===== src/rtl/ex_pkg.sv =====
// ex_pkg: shared widths, opcode values, memop/enable encodings and
// multiply/divide FSM states for the execute stage.
package ex_pkg;

  localparam int unsigned WORD       = 32;
  localparam int unsigned REG_ADDR   = 5;
  localparam int unsigned EX_OP_HIGH = 3;
  localparam int unsigned EX_OP_LOW  = 5;
  localparam int unsigned MEM_OP     = 2;
  localparam int unsigned CNT_W      = 5;

  // Op classes
  localparam logic [EX_OP_HIGH-1:0] EX_HIGH_SPECIAL = 3'd0;
  localparam logic [EX_OP_HIGH-1:0] EX_HIGH_LOGIC   = 3'd1;
  localparam logic [EX_OP_HIGH-1:0] EX_HIGH_ARITH   = 3'd2;
  localparam logic [EX_OP_HIGH-1:0] EX_HIGH_MEMACC  = 3'd3;
  localparam logic [EX_OP_HIGH-1:0] EX_HIGH_MULDIV  = 3'd4;

  // LOGIC ops
  localparam logic [EX_OP_LOW-1:0] EX_LOGIC_AND = 5'd0;
  localparam logic [EX_OP_LOW-1:0] EX_LOGIC_OR  = 5'd1;
  localparam logic [EX_OP_LOW-1:0] EX_LOGIC_XOR = 5'd2;
  localparam logic [EX_OP_LOW-1:0] EX_LOGIC_NOR = 5'd3;
  localparam logic [EX_OP_LOW-1:0] EX_LOGIC_LUI = 5'd4;

  // ARITH ops
  localparam logic [EX_OP_LOW-1:0] EX_ARITH_ADD  = 5'd0;
  localparam logic [EX_OP_LOW-1:0] EX_ARITH_SUB  = 5'd1;
  localparam logic [EX_OP_LOW-1:0] EX_ARITH_SLT  = 5'd2;
  localparam logic [EX_OP_LOW-1:0] EX_ARITH_SLTU = 5'd3;

  // MEMACC ops (both produce an effective address)
  localparam logic [EX_OP_LOW-1:0] EX_MEMACC_LOAD  = 5'd0;
  localparam logic [EX_OP_LOW-1:0] EX_MEMACC_STORE = 5'd1;

  // MULDIV ops
  localparam logic [EX_OP_LOW-1:0] EX_MULDIV_MFHI  = 5'd0;
  localparam logic [EX_OP_LOW-1:0] EX_MULDIV_MFLO  = 5'd1;
  localparam logic [EX_OP_LOW-1:0] EX_MULDIV_MTHI  = 5'd2;
  localparam logic [EX_OP_LOW-1:0] EX_MULDIV_MTLO  = 5'd3;
  localparam logic [EX_OP_LOW-1:0] EX_MULDIV_MULT  = 5'd4;
  localparam logic [EX_OP_LOW-1:0] EX_MULDIV_MULTU = 5'd5;
  localparam logic [EX_OP_LOW-1:0] EX_MULDIV_DIV   = 5'd6;
  localparam logic [EX_OP_LOW-1:0] EX_MULDIV_DIVU  = 5'd7;

  // Memory op and enable encodings
  localparam logic [MEM_OP-1:0] MEM_OP_NOP   = 2'd0;
  localparam logic [MEM_OP-1:0] MEM_OP_LOAD  = 2'd1;
  localparam logic [MEM_OP-1:0] MEM_OP_STORE = 2'd2;
  localparam logic ENABLE  = 1'b1;
  localparam logic DISABLE = 1'b0;

  typedef enum logic [1:0] {
    IDLE = 2'd0,
    BUSY = 2'd1,
    DONE = 2'd2
  } md_state_e;

  // Payload handed from the ALU decode to the output forcing stage
  typedef struct packed {
    logic [WORD-1:0]   result;
    logic              we;
    logic [MEM_OP-1:0] memop;
  } alu_out_t;

  function automatic logic [WORD-1:0] neg_word(input logic [WORD-1:0] x);
    return ~x + WORD'(1);
  endfunction

endpackage


===== src/rtl/ex_muldiv.sv =====
// ex_muldiv: iterative 32-step multiply/divide unit and the HI/LO registers.
// Ports: clk, rst (async, active-high); start/is_signed/is_div select the op,
// op_a/op_b operands; hi_we/lo_we/wdata for MTHI/MTLO; busy_c is the
// combinational stall request, done marks the write-back cycle; hi/lo registers.
module ex_muldiv
  import ex_pkg::*;
(
  input  logic            clk,
  input  logic            rst,
  input  logic            start,
  input  logic            is_signed,
  input  logic            is_div,
  input  logic [WORD-1:0] op_a,
  input  logic [WORD-1:0] op_b,
  input  logic            hi_we,
  input  logic            lo_we,
  input  logic [WORD-1:0] wdata,
  output logic            busy_c,
  output logic            done,
  output logic [WORD-1:0] hi,
  output logic [WORD-1:0] lo
);

  md_state_e         state;
  logic [CNT_W-1:0]  cnt;
  logic [2*WORD-1:0] acc;      // mult: {partial, multiplier}; div: {remainder, quotient}
  logic [WORD-1:0]   opb_mag;  // multiplicand / divisor magnitude
  logic              div_op;
  logic              neg_lo;   // negate product or quotient in DONE
  logic              neg_hi;   // negate remainder in DONE

  logic [WORD-1:0]   a_mag, b_mag;
  logic              div_zero;
  logic [WORD:0]     step_sum, step_rem;
  logic [2*WORD-1:0] step_acc;
  logic [2*WORD-1:0] mul_fix;
  logic [WORD-1:0]   quo_fix, rem_fix;

  // Operand magnitudes, one iteration step and the DONE sign fix-ups
  always_comb begin
    a_mag    = (is_signed && op_a[WORD-1]) ? neg_word(op_a) : op_a;
    b_mag    = (is_signed && op_b[WORD-1]) ? neg_word(op_b) : op_b;
    div_zero = is_div && (op_b == '0);

    step_sum = {1'b0, acc[2*WORD-1:WORD]} + (acc[0] ? {1'b0, opb_mag} : '0);
    step_rem = {acc[2*WORD-1:WORD], acc[WORD-1]};
    if (div_op) begin
      if (step_rem >= {1'b0, opb_mag})
        step_acc = {WORD'(step_rem - {1'b0, opb_mag}), acc[WORD-2:0], 1'b1};
      else
        step_acc = {step_rem[WORD-1:0], acc[WORD-2:0], 1'b0};
    end else begin
      step_acc = {step_sum, acc[WORD-1:1]};
    end

    mul_fix = neg_lo ? (~acc + (2*WORD)'(1)) : acc;
    quo_fix = neg_lo ? neg_word(acc[WORD-1:0]) : acc[WORD-1:0];
    rem_fix = neg_hi ? neg_word(acc[2*WORD-1:WORD]) : acc[2*WORD-1:WORD];
  end

  // Stall while an op is being accepted or iterating; drops at once in reset
  assign busy_c = !rst && (((state == IDLE) && start) || (state == BUSY));
  assign done   = (state == DONE);

  // Sequencer, datapath registers and HI/LO
  always_ff @(posedge clk or posedge rst) begin
    if (rst) begin
      state   <= IDLE;
      cnt     <= '0;
      acc     <= '0;
      opb_mag <= '0;
      div_op  <= 1'b0;
      neg_lo  <= 1'b0;
      neg_hi  <= 1'b0;
      hi      <= '0;
      lo      <= '0;
    end else begin
      case (state)
        IDLE: begin
          if (hi_we) hi <= wdata;
          if (lo_we) lo <= wdata;
          if (start) begin
            cnt    <= CNT_W'(WORD - 1);
            div_op <= is_div;
            if (div_zero) begin
              // Result preloaded so DONE writes HI=dividend, LO=all ones
              acc    <= {op_a, {WORD{1'b1}}};
              neg_lo <= 1'b0;
              neg_hi <= 1'b0;
              state  <= DONE;
            end else begin
              acc     <= {WORD'(0), a_mag};
              opb_mag <= b_mag;
              neg_lo  <= is_signed && (op_a[WORD-1] ^ op_b[WORD-1]);
              neg_hi  <= is_signed && is_div && op_a[WORD-1];
              state   <= BUSY;
            end
          end
        end
        BUSY: begin
          acc <= step_acc;
          if (cnt == '0) state <= DONE;
          else           cnt   <= cnt - CNT_W'(1);
        end
        DONE: begin
          if (div_op) begin
            hi <= rem_fix;
            lo <= quo_fix;
          end else begin
            hi <= mul_fix[2*WORD-1:WORD];
            lo <= mul_fix[WORD-1:0];
          end
          state <= IDLE;
        end
        default: state <= IDLE;
      endcase
    end
  end

endmodule


===== src/rtl/ex.sv =====
// ex: execute stage. Combinational logic/arith/address ALU plus HI/LO access
// and an iterative multiply/divide unit that stalls the pipe while running.
// Ports: clk, rst (async, active-high); ex_* inputs from ID/EX; o_result,
// o_dest, o_writeEnable, o_memop to EX/MEM; stall_req to CTRL.
module ex
  import ex_pkg::*;
(
  input  logic                  clk,
  input  logic                  rst,
  input  logic [WORD-1:0]       ex_inst,
  input  logic [EX_OP_HIGH-1:0] ex_alusel,
  input  logic [EX_OP_LOW-1:0]  ex_aluop,
  input  logic [WORD-1:0]       ex_srcLeft,
  input  logic [WORD-1:0]       ex_srcRight,
  input  logic [MEM_OP-1:0]     ex_memop,
  input  logic [REG_ADDR-1:0]   ex_dest,
  input  logic                  ex_writeEnable,
  output logic [WORD-1:0]       o_result,
  output logic [REG_ADDR-1:0]   o_dest,
  output logic                  o_writeEnable,
  output logic [MEM_OP-1:0]     o_memop,
  output logic                  stall_req
);

  alu_out_t        alu;
  logic            def_op;
  logic            md_class;
  logic            md_we;
  logic            md_iter;
  logic            md_start, md_signed, md_div;
  logic            hi_we, lo_we;
  logic            md_busy_c, md_done;
  logic [WORD-1:0] hi, lo;
  logic            unused_inst;

  // Instruction word is carried for debug visibility only
  assign unused_inst = ^ex_inst;

  // Op decode and single-cycle ALU
  always_comb begin
    alu       = '{result: '0, we: DISABLE, memop: MEM_OP_NOP};
    def_op    = 1'b0;
    md_class  = (ex_alusel == EX_HIGH_MULDIV);
    md_we     = DISABLE;
    md_iter   = 1'b0;
    md_signed = 1'b0;
    md_div    = 1'b0;
    hi_we     = 1'b0;
    lo_we     = 1'b0;
    case (ex_alusel)
      EX_HIGH_LOGIC: begin
        def_op = 1'b1;
        case (ex_aluop)
          EX_LOGIC_AND: alu.result = ex_srcLeft & ex_srcRight;
          EX_LOGIC_OR:  alu.result = ex_srcLeft | ex_srcRight;
          EX_LOGIC_XOR: alu.result = ex_srcLeft ^ ex_srcRight;
          EX_LOGIC_NOR: alu.result = ~(ex_srcLeft | ex_srcRight);
          EX_LOGIC_LUI: alu.result = ex_srcRight << 16;
          default:      def_op = 1'b0;
        endcase
      end
      EX_HIGH_ARITH: begin
        def_op = 1'b1;
        case (ex_aluop)
          EX_ARITH_ADD:  alu.result = ex_srcLeft + ex_srcRight;
          EX_ARITH_SUB:  alu.result = ex_srcLeft - ex_srcRight;
          EX_ARITH_SLT:  alu.result = WORD'($signed(ex_srcLeft) < $signed(ex_srcRight));
          EX_ARITH_SLTU: alu.result = WORD'(ex_srcLeft < ex_srcRight);
          default:       def_op = 1'b0;
        endcase
      end
      EX_HIGH_MEMACC: begin
        if (ex_aluop == EX_MEMACC_LOAD || ex_aluop == EX_MEMACC_STORE) begin
          def_op     = 1'b1;
          alu.result = ex_srcLeft + ex_srcRight;
        end
      end
      EX_HIGH_MULDIV: begin
        def_op = 1'b1;
        case (ex_aluop)
          EX_MULDIV_MFHI:  begin alu.result = hi; md_we = ENABLE; end
          EX_MULDIV_MFLO:  begin alu.result = lo; md_we = ENABLE; end
          EX_MULDIV_MTHI:  hi_we = 1'b1;
          EX_MULDIV_MTLO:  lo_we = 1'b1;
          EX_MULDIV_MULT:  begin md_iter = 1'b1; md_signed = 1'b1; end
          EX_MULDIV_MULTU: md_iter = 1'b1;
          EX_MULDIV_DIV:   begin md_iter = 1'b1; md_signed = 1'b1; md_div = 1'b1; end
          EX_MULDIV_DIVU:  begin md_iter = 1'b1; md_div = 1'b1; end
          default:         def_op = 1'b0;
        endcase
      end
      default: def_op = 1'b0;
    endcase
    if (def_op) begin
      alu.memop = ex_memop;
      alu.we    = md_class ? md_we : ex_writeEnable;
    end
  end

  // The op whose result is being written back in DONE must not restart the unit
  assign md_start = md_iter && !md_done;

  ex_muldiv u_muldiv (
    .clk       (clk),
    .rst       (rst),
    .start     (md_start),
    .is_signed (md_signed),
    .is_div    (md_div),
    .op_a      (ex_srcLeft),
    .op_b      (ex_srcRight),
    .hi_we     (hi_we),
    .lo_we     (lo_we),
    .wdata     (ex_srcLeft),
    .busy_c    (md_busy_c),
    .done      (md_done),
    .hi        (hi),
    .lo        (lo)
  );

  assign stall_req = md_busy_c;

  // Output forcing: bubbles while stalled, everything cleared in reset
  always_comb begin
    o_result      = alu.result;
    o_dest        = ex_dest;
    o_writeEnable = alu.we;
    o_memop       = alu.memop;
    if (stall_req) begin
      o_writeEnable = DISABLE;
      o_memop       = MEM_OP_NOP;
    end
    if (rst) begin
      o_result      = '0;
      o_dest        = '0;
      o_writeEnable = DISABLE;
      o_memop       = MEM_OP_NOP;
    end
  end

endmodule


===== config.mk =====
export PLATFORM = sky130hd
export DESIGN_NAME = ex
export DESIGN_NICKNAME = d
export VERILOG_FILES = /design/src/rtl/ex_pkg.sv /design/src/rtl/ex_muldiv.sv /design/src/rtl/ex.sv
export SDC_FILE = /design/constraint.sdc
export NUM_CORES = 1
export LEC_CHECK = 0
export ABC_AREA = 1
export CAP_MARGIN = 20
export CORE_ASPECT_RATIO = 1.4
export CORE_MARGIN = 2
export CORE_UTILIZATION = 50
export CTS_CLUSTER_SIZE = 8
export DETAILED_ROUTE_END_ITERATION = 10
export PLACE_DENSITY = 0.75
export SLEW_MARGIN = 10
export SYNTH_ARGS = -nofsm -noshare
export SYNTH_HDL_FRONTEND = slang
export SYNTH_HIERARCHICAL = 1
export SYNTH_SLANG_ARGS = --single-unit

===== constraint.sdc =====
create_clock -name clk -period 7.1 [get_ports clk]
set_clock_uncertainty 0.1 [all_clocks]
set_input_delay 2.13 -clock clk [delete_from_list [all_inputs] [get_ports clk]]
set_output_delay 2.13 -clock clk [all_outputs]
set_load 0.03 [all_outputs]

==> flow_summary.toml, run 1 <==
[outcome]
status = "stopped before the end"
stop_stage = "global routing (5_1_grt)"
firstError = "[ERROR GRT-0116] Global routing finished with congestion. Check the congestion regions in the DRC Viewer."

[yosys]
synthFlopType = "dfrtp_1"
synth_cell_types = 63
syn_area_um2 = 26240
synth-async-reset-ratio_pct = 100.0
ys_warn_count = 6
ys_seq_elements = 170
syn_avg_cell_area_um2 = 5.531
ys_seq_area_share_pct = 16.21
synth_cells = 4744
synth_nets = 5028
synth_edf_count = 0

[global_routing]
grt_usage_pct = 56.05
grt_max_degree = 103
overflow = 10
grt_pass1_vias = 35110
grt_first_pass_wirelength_mm = 224.1

[floorplanning]
start_util_pct = 50.44
die_w_um = 197.6
die_h_um = 275.1
ioPinCount = 155
std_cell_rows = 99

[clock_network]
cts_made_buffers = 17
hold_buffers = 0
htreeDepth = 4
post_cts_buffers = 0
cts-root-buf = "clkbuf_16"
clockBufferDepth = 2
clkSinkCount = 170

[place]
dp_hpwl_mm = 116.8
place_congestion = 1.188
io_buffer_count = 122
what timing repair did:
action,4_1_cts
gates resized for setup,28
endpoints found under the setup margin,17
pin swaps,0
gates cloned,0
metal layers:
layer | GRT overflow | track usage (%)
met1 | 0 | 52.88
met5 | 0 | 0
met2 | 5 | 87.38
met4 | 5 | 68.44
met3 | 0 | 19.85
kinds of logic after synthesis:
kind of cell,after synthesis,synth area share [%]
simple gates,2667,42.74
fa+ha+maj,170,8.220
compound gates,739,16.04
xor+xnor,72,2.403
buf+inv,926,14.39
flops,170,16.21
cell usage after synthesis (21+ instances only):
master	number	area, um^2
inv_1	740	2778
nor3_1	29	145.1
o211ai_1	32	240.2
nand2_1	1492	5600
dfrtp_1	170	4254
nor2_2	21	131.4
o21ai_0	225	1126
o21ai_1	27	135.1
buf_2	42	210.2
clkbuf_1	67	251.5
nand3_1	406	2032
buf_6	23	259.0
nor2_1	572	2147
nand4_1	71	444.2
a21oi_1	324	1622
ha_1	166	2077
a31oi_1	37	231.5
xnor2_1	21	183.9
xor2_1	51	446.7
metrics by stage:
step / setup TNS [ps] / worst slack [ps] / instances / instance area [um^2] / util (%)
after floorplan: 0 / 23.80 / 4744 / 26240 / -
after global placement: -1308 / -221.5 / 5713 / 30160 / 57.98
after detailed placement: -1290 / -226.2 / 5713 / 30160 / 57.98
after CTS: 0 / 1.095 / 5745 / 30820 / 59.25
==> run 2, diff against run 1 <==
CORE_ASPECT_RATIO = unset   (was 1.4)
CORE_UTILIZATION = 35   (was 50)
CTS_CLUSTER_SIZE = unset   (was 8)
PLACE_DENSITY = unset   (was 0.75)
PLACE_DENSITY_LB_ADDON = 0.15   (was unset)
clock period = 9.2 ns   (was 7.1 ns; I/O delays follow)
==> run 2 against run 1 <==
The flow now finishes without violations. Synthesized cell count did not move. Synthesized area did not move.
==> flow_summary.toml, run 2 <==
[floorplanning]
die_w_um = 277.8
start_util_pct = 35.31
ioPinCount = 155
fp.dieArea_um2 = 77180
die_h_um = 277.8
core_um2 = 74320
std_cell_rows = 100

[timing]
rsz0062_at_grt = "false"
final_max_slew_viol_count = 0
slew_headroom_pct = 32.38
fin_crit_ps = 9050
setup_tns_ps = 0
hold_violations = 0
worstMarginPinSlew_ps = 1007
finalCritPeriodShare_pct = 98.36
setup_viol = 0
fmax_mhz = 110.5

[yosys]
ys_warn_count = 6
synth_nets = 5028
ys_seq_area_share_pct = 16.21
syn_area_um2 = 26240
synthFlopType = "dfrtp_1"
yosysTopAreaCellShare_pct = 21.34
syn_avg_cell_area_um2 = 5.531
synth_area_leaders = "nand2_1, dfrtp_1, inv_1"
synth_edf_count = 0
synth.largest_area_cell = "nand2_1"
ys_seq_elements = 170
synth-async-reset-ratio_pct = 100.0
synth_cell_types = 63
synthTopCellsByCount = "nand2_1, inv_1, nor2_1, nand3_1, a21oi_1"
synth.most_common_cell = "nand2_1"
synth_cells = 4744

[drt]
wire_per_inst_um = 22.66
antenna_left = 0
wl_mm = 132.7
drt_first_pass_iters = 6
via_per_inst = 5.377
drcViolationCount = 0
first_iter_violations = 2837
vias = 31490

[pwr]
peakVddDrop_uv = 161.0
total_leakage_power_uw = 0.01531
p_per_area_nw_per_um2 = 195.8

[setup_path]
crit_fanout = 3
r2r_cells = 12
worstReg2RegEnd = "u_muldiv/acc[2]$_DFFE_PP0P_"
worstSetupStartpoint = "ex_srcLeft[0]"
rrSetupSlack_ps = 5410
critPathMaxStageDelay_ps = 600
cpMostUsedCell = "nand2_1"
cp.depth = 16
reg2reg_from = "u_muldiv/state[1]$_DFFE_PP0P_"
cp_cell_sequence = "clkdlybuf4s50_1, inv_1, ha_1, fa_1, inv_1, nand2_1, nand2_1, and2_1, nand2_1, nand3_1, nand2_1, nand3_1, nand4_1, nand2_1, inv_1, clkdlybuf4s50_1"
cp-start-kind = "input port"
cp-end-kind = "output pin"
cp.buffers_inverters = 5
arrival_ps = 6190
criticalPathCategory = "in -> out"
path_delay_family = "buffers and inverters"
crit_slowest_cell = "clkdlybuf4s50_1"
endpoint = "o_result[12]"
crit_required_ps = 6340

[global_routing]
antenna_found_initial = 3
grt_usage_pct = 33.63
grt_first_pass_wirelength_mm = 192.8
overflow = 0
grt_pass1_vias = 30120
grt_max_degree = 106

[flow_run]
max_cap_viol_count = 0

[min_path]
min_path_type = "reg -> reg"

[clock_network]
htreeDepth = 4
clockBufferDepth = 2
clk_latency_ps = 480
path_clk_slew_ps = 80
hold_buffers = 0
cts_tree = "built"
cts-root-buf = "clkbuf_16"
clkSinkCount = 170
cts_made_buffers = 17

[final_layout]
mostFrequentLayoutCells = "nand2_1, inv_1, nor2_1"
top_register = "u_muldiv/acc"
area_delta_synth_final_pct = 12.67
drive_gt1_share_pct = 6.611
nets = 5157
postLayoutCoreUtil_pct = 39.78
final_common_cell = "nand2_1"
largest_reg_flops = 64

[outcome]
status = "finished clean"

[place]
place_congestion = 1.010
dp_hpwl_mm = 109.1
io_buffer_count = 122
==> run 2: tightest hold or removal path, cell delays in order, from the launching register on <==
cell     delay (ps)
dfrtp_1         370
nand2_1          60
nand2_1          50
==> run 2: final cells by class <==
class | count | area (um^2)
antenna | 1 | 2.502
clock buffer | 17 | 425.4
clock inverter | 15 | 180.2
fill | 8552 | 44750
inverter | 767 | 2895
multi-input combinational | 3648 | 18240
sequential | 170 | 4257
tap | 969 | 1212
timing repair buffer | 269 | 2360
==> run 2: report_power, final <==
part	leakage, uW	switching [uW]	internal (uW)	total (uW)
combinational	0.0131	2580	1160	3740
sequential	0.00193	343	946	1290
clock	0.000289	368	388	757
==> run 2: per-stage QoR <==
step | total power [uW] | area (um^2) | instances | hold slack [ps] | setup slack (ps)
after floorplan | 3706 | 26240 | 4744 | 349.8 | 863.8
after global placement | 4948 | 28960 | 5823 | 391.4 | 127.8
after detailed placement | 4957 | 28960 | 5823 | 402.5 | 128.1
after CTS | 5730 | 29560 | 5855 | 423.8 | 100.8
after global routing | 6267 | 29570 | 5856 | 448.1 | 23.89
final | 5789 | 29570 | 5856 | 412.7 | 150.5
==> run 2: cell families (layout without fill, tap and decap cells) <==
logic type | count (synthesis) | count (layout) | share of synthesized area (%)
buffers and inverters | 926 | 1068 | 14.39
other | 0 | 1 | 0
xor gates and xnor gates | 72 | 72 | 2.403
adders and majority gates | 170 | 170 | 8.220
and+or+nand+nor | 2667 | 2667 | 42.74
AOI/OAI and AO/OA | 739 | 739 | 16.04
DFF | 170 | 170 | 16.21
==> run 2: worst min-delay path by stage <==
stage | to | from | cells past startpoint | slack (ps)
final | u_muldiv/lo[1]$_DFFE_PP0P_ | u_muldiv/lo[1]$_DFFE_PP0P_ | 2 | 410
after global routing | u_muldiv/lo[23]$_DFFE_PP0P_ | u_muldiv/lo[23]$_DFFE_PP0P_ | 2 | 450
after CTS | u_muldiv/lo[1]$_DFFE_PP0P_ | u_muldiv/lo[1]$_DFFE_PP0P_ | 2 | 420
after detailed placement | u_muldiv/lo[1]$_DFFE_PP0P_ | u_muldiv/lo[1]$_DFFE_PP0P_ | 2 | 400
after global placement | u_muldiv/lo[1]$_DFFE_PP0P_ | u_muldiv/lo[1]$_DFFE_PP0P_ | 2 | 390
after floorplan | u_muldiv/lo[1]$_DFFE_PP0P_ | u_muldiv/lo[1]$_DFFE_PP0P_ | 2 | 350
==> run 2: timing repair <==
| item | CTS | global route |
|---|---|---|
| setup endpoints to repair | 0 | 1 |
| setup buffers | 0 | 0 |
| resized for setup | 0 | 1 |
==> run 2: per-layer routing <==
layer,track usage (%),part of all wire [%]
met5,0,0.020
met4,21.16,7.1
met3,3.613,5.7
met2,57.51,47
met1,40.24,40
(Power assumes the default switching activity.)
==> run 3, diff against run 2 <==
CORE_ASPECT_RATIO = 2   (was unset)
==> run 3 against run 2 <==
Non-clock buffer count is 43 higher. Total power increased by 8.5%. Clock power rose by 14%. Wire length up 22%. Register-to-register slack got worse by 440 ps. Via count rose by 5.3%. Setup slack got worse by 53 ps. Core utilization up 0.44 points. Largest cell class unchanged. Largest power group unchanged.
==> flow_summary.toml, run 3 (synthesis results as in run 2) <==
[global_routing]
grt_max_degree = 70
grt_first_pass_wirelength_mm = 234.9
antenna_found_initial = 7
grt_usage_pct = 42.94
overflow = 0
grt_pass1_vias = 33670

[pwr]
p_per_area_nw_per_um2 = 209.2
peakVddDrop_uv = 112.1
total_leakage_power_uw = 0.01559

[timing]
slew_headroom_pct = 19.44
worstMarginPinSlew_ps = 1208
fmax_mhz = 109.9
hold_violations = 0
final_max_slew_viol_count = 0
fin_crit_ps = 9102
setup_viol = 0
hold_slack_ps = 415.3
finalCritPeriodShare_pct = 98.94
setup_tns_ps = 0
rsz0062_at_grt = "false"

[floorplanning]
fp.dieArea_um2 = 77310
ioPinCount = 155
die_h_um = 391.2
core_um2 = 74620
start_util_pct = 35.17
std_cell_rows = 142
die_w_um = 197.6

[drt]
first_iter_violations = 2837
via_per_inst = 5.647
wire_per_inst_um = 27.66
antenna_left = 0
vias = 33150
drt_first_pass_iters = 6
wl_mm = 162.4
drcViolationCount = 0

[final_layout]
final_common_cell = "nand2_1"
largest_reg_flops = 64
drive_gt1_share_pct = 7.688
top_register = "u_muldiv/acc"
fin_area_um2 = 30020
mostFrequentLayoutCells = "nand2_1, inv_1, nor2_1"
area_delta_synth_final_pct = 14.39
nets = 5208

[clock_network]
cts_made_buffers = 25
hold_buffers = 0
cts_tree = "built"
cts-root-buf = "clkbuf_16"
clockBufferDepth = 3
htreeDepth = 4
clkSinkCount = 170
path_clk_slew_ps = 60
clk_latency_ps = 530

[place]
placed_cell_area_um2 = 29290
place_congestion = 1.116
dp_hpwl_mm = 133.6
io_buffer_count = 122

[setup_path]
cp-start-kind = "input port"
arrival_ps = 6240
rrSetupSlack_ps = 4970
crit_fanout = 5
cp-end-kind = "output pin"
reg2reg_from = "u_muldiv/acc[31]$_DFFE_PP0P_"
crit_required_ps = 6340
worstSetupStartpoint = "ex_srcLeft[0]"
criticalPathCategory = "in -> out"

[min_path]
holdCritStartpoint = "u_muldiv/lo[1]$_DFFE_PP0P_"
min_path_type = "reg -> reg"

[outcome]
status = "finished clean"

[flow_run]
max_cap_viol_count = 0
==> run 3: cell types whose count changed in the layout (fill, tap and decap cells not counted), moves of 2 or more <==
cell	previous run	this run
inv_6	4	1
clkinv_8	3	0
buf_12	5	11
buf_4	154	198
clkbuf_8	0	2
clkdlybuf4s50_1	109	101
inv_8	4	1
diode_2	1	5
clkbuf_16	17	25
clkinv_2	1	4
clkinv_4	2	0
==> run 3: final cells by class <==
cell class	count	area [um^2]
Timing Repair Buffer	312	2734
Fill cell	8680	44600
Multi-Input combinational cell	3648	18260
Tap cell	936	1171
Inverter	767	2895
Antenna cell	5	12.51
Clock buffer	27	653.1
Clock inverter	6	38.79
Sequential cell	170	4257
==> run 3: power by group <==
| group | switching, uW | internal [uW] | leakage (uW) |
|---|---|---|---|
| combinational | 2970 | 1180 | 0.0133 |
| clock | 360 | 504 | 0.000339 |
| sequential | 320 | 948 | 0.00193 |
| total | 3650 | 2630 | 0.0156 |
==> run 3: final timing paths <==
check,endpoint,cells past startpoint
max,o_result[10],13
min,u_muldiv/lo[1]$_DFFE_PP0P_,2
max reg2reg,u_muldiv/acc[39]$_DFFE_PP0P_,14
min reg2reg,u_muldiv/lo[1]$_DFFE_PP0P_,2
max in group asynchronous,u_muldiv/neg_lo$_DFFE_PP0P_,4
min in group asynchronous,u_muldiv/acc[0]$_DFFE_PP0P_,3
==> run 3: repair_timing <==
| action | 4_1_cts | 5_1_grt |
|---|---|---|
| endpoints found under the hold margin | 0 | 0 |
| setup endpoints to repair | 0 | 1 |
| resized for setup | 0 | 1 |
| buffers inserted | 0 | 0 |
==> run 3: metal layers <==
metal  GRT usage [%]  up-vias  wire, um
met5          0.1300        -        14
met3           9.736      856      9031
li1                -    15430         -
met4           51.70        2     24920
met2           76.07     1544     81100
met1           36.02    15320     47330
==> run 3: critical path: stages <==
cell and delay (ps):
clkdlybuf4s50_1 630, ha_1 360, fa_1 440, nand2_1 100
nand3_1 310, nand2_1 190, nand2_1 270, nand2_1 140
nand3_1 90, nand3_1 120, nor2_1 50, nor2_1 80
clkdlybuf4s50_1 700
==> run 3: through the flow <==
stage	instances	total power, uW	setup slack, ps	utilization (%)
5_1_grt	5868	6663	2.129	40.22
4_1_cts	5864	6094	211.4	40.18
6_report	5871	6280	97.66	40.23
3_5_place_dp	5831	5223	220.9	39.25
3_3_place_gp	5831	5198	220.8	39.25
2_1_floorplan	4744	3706	863.8	-
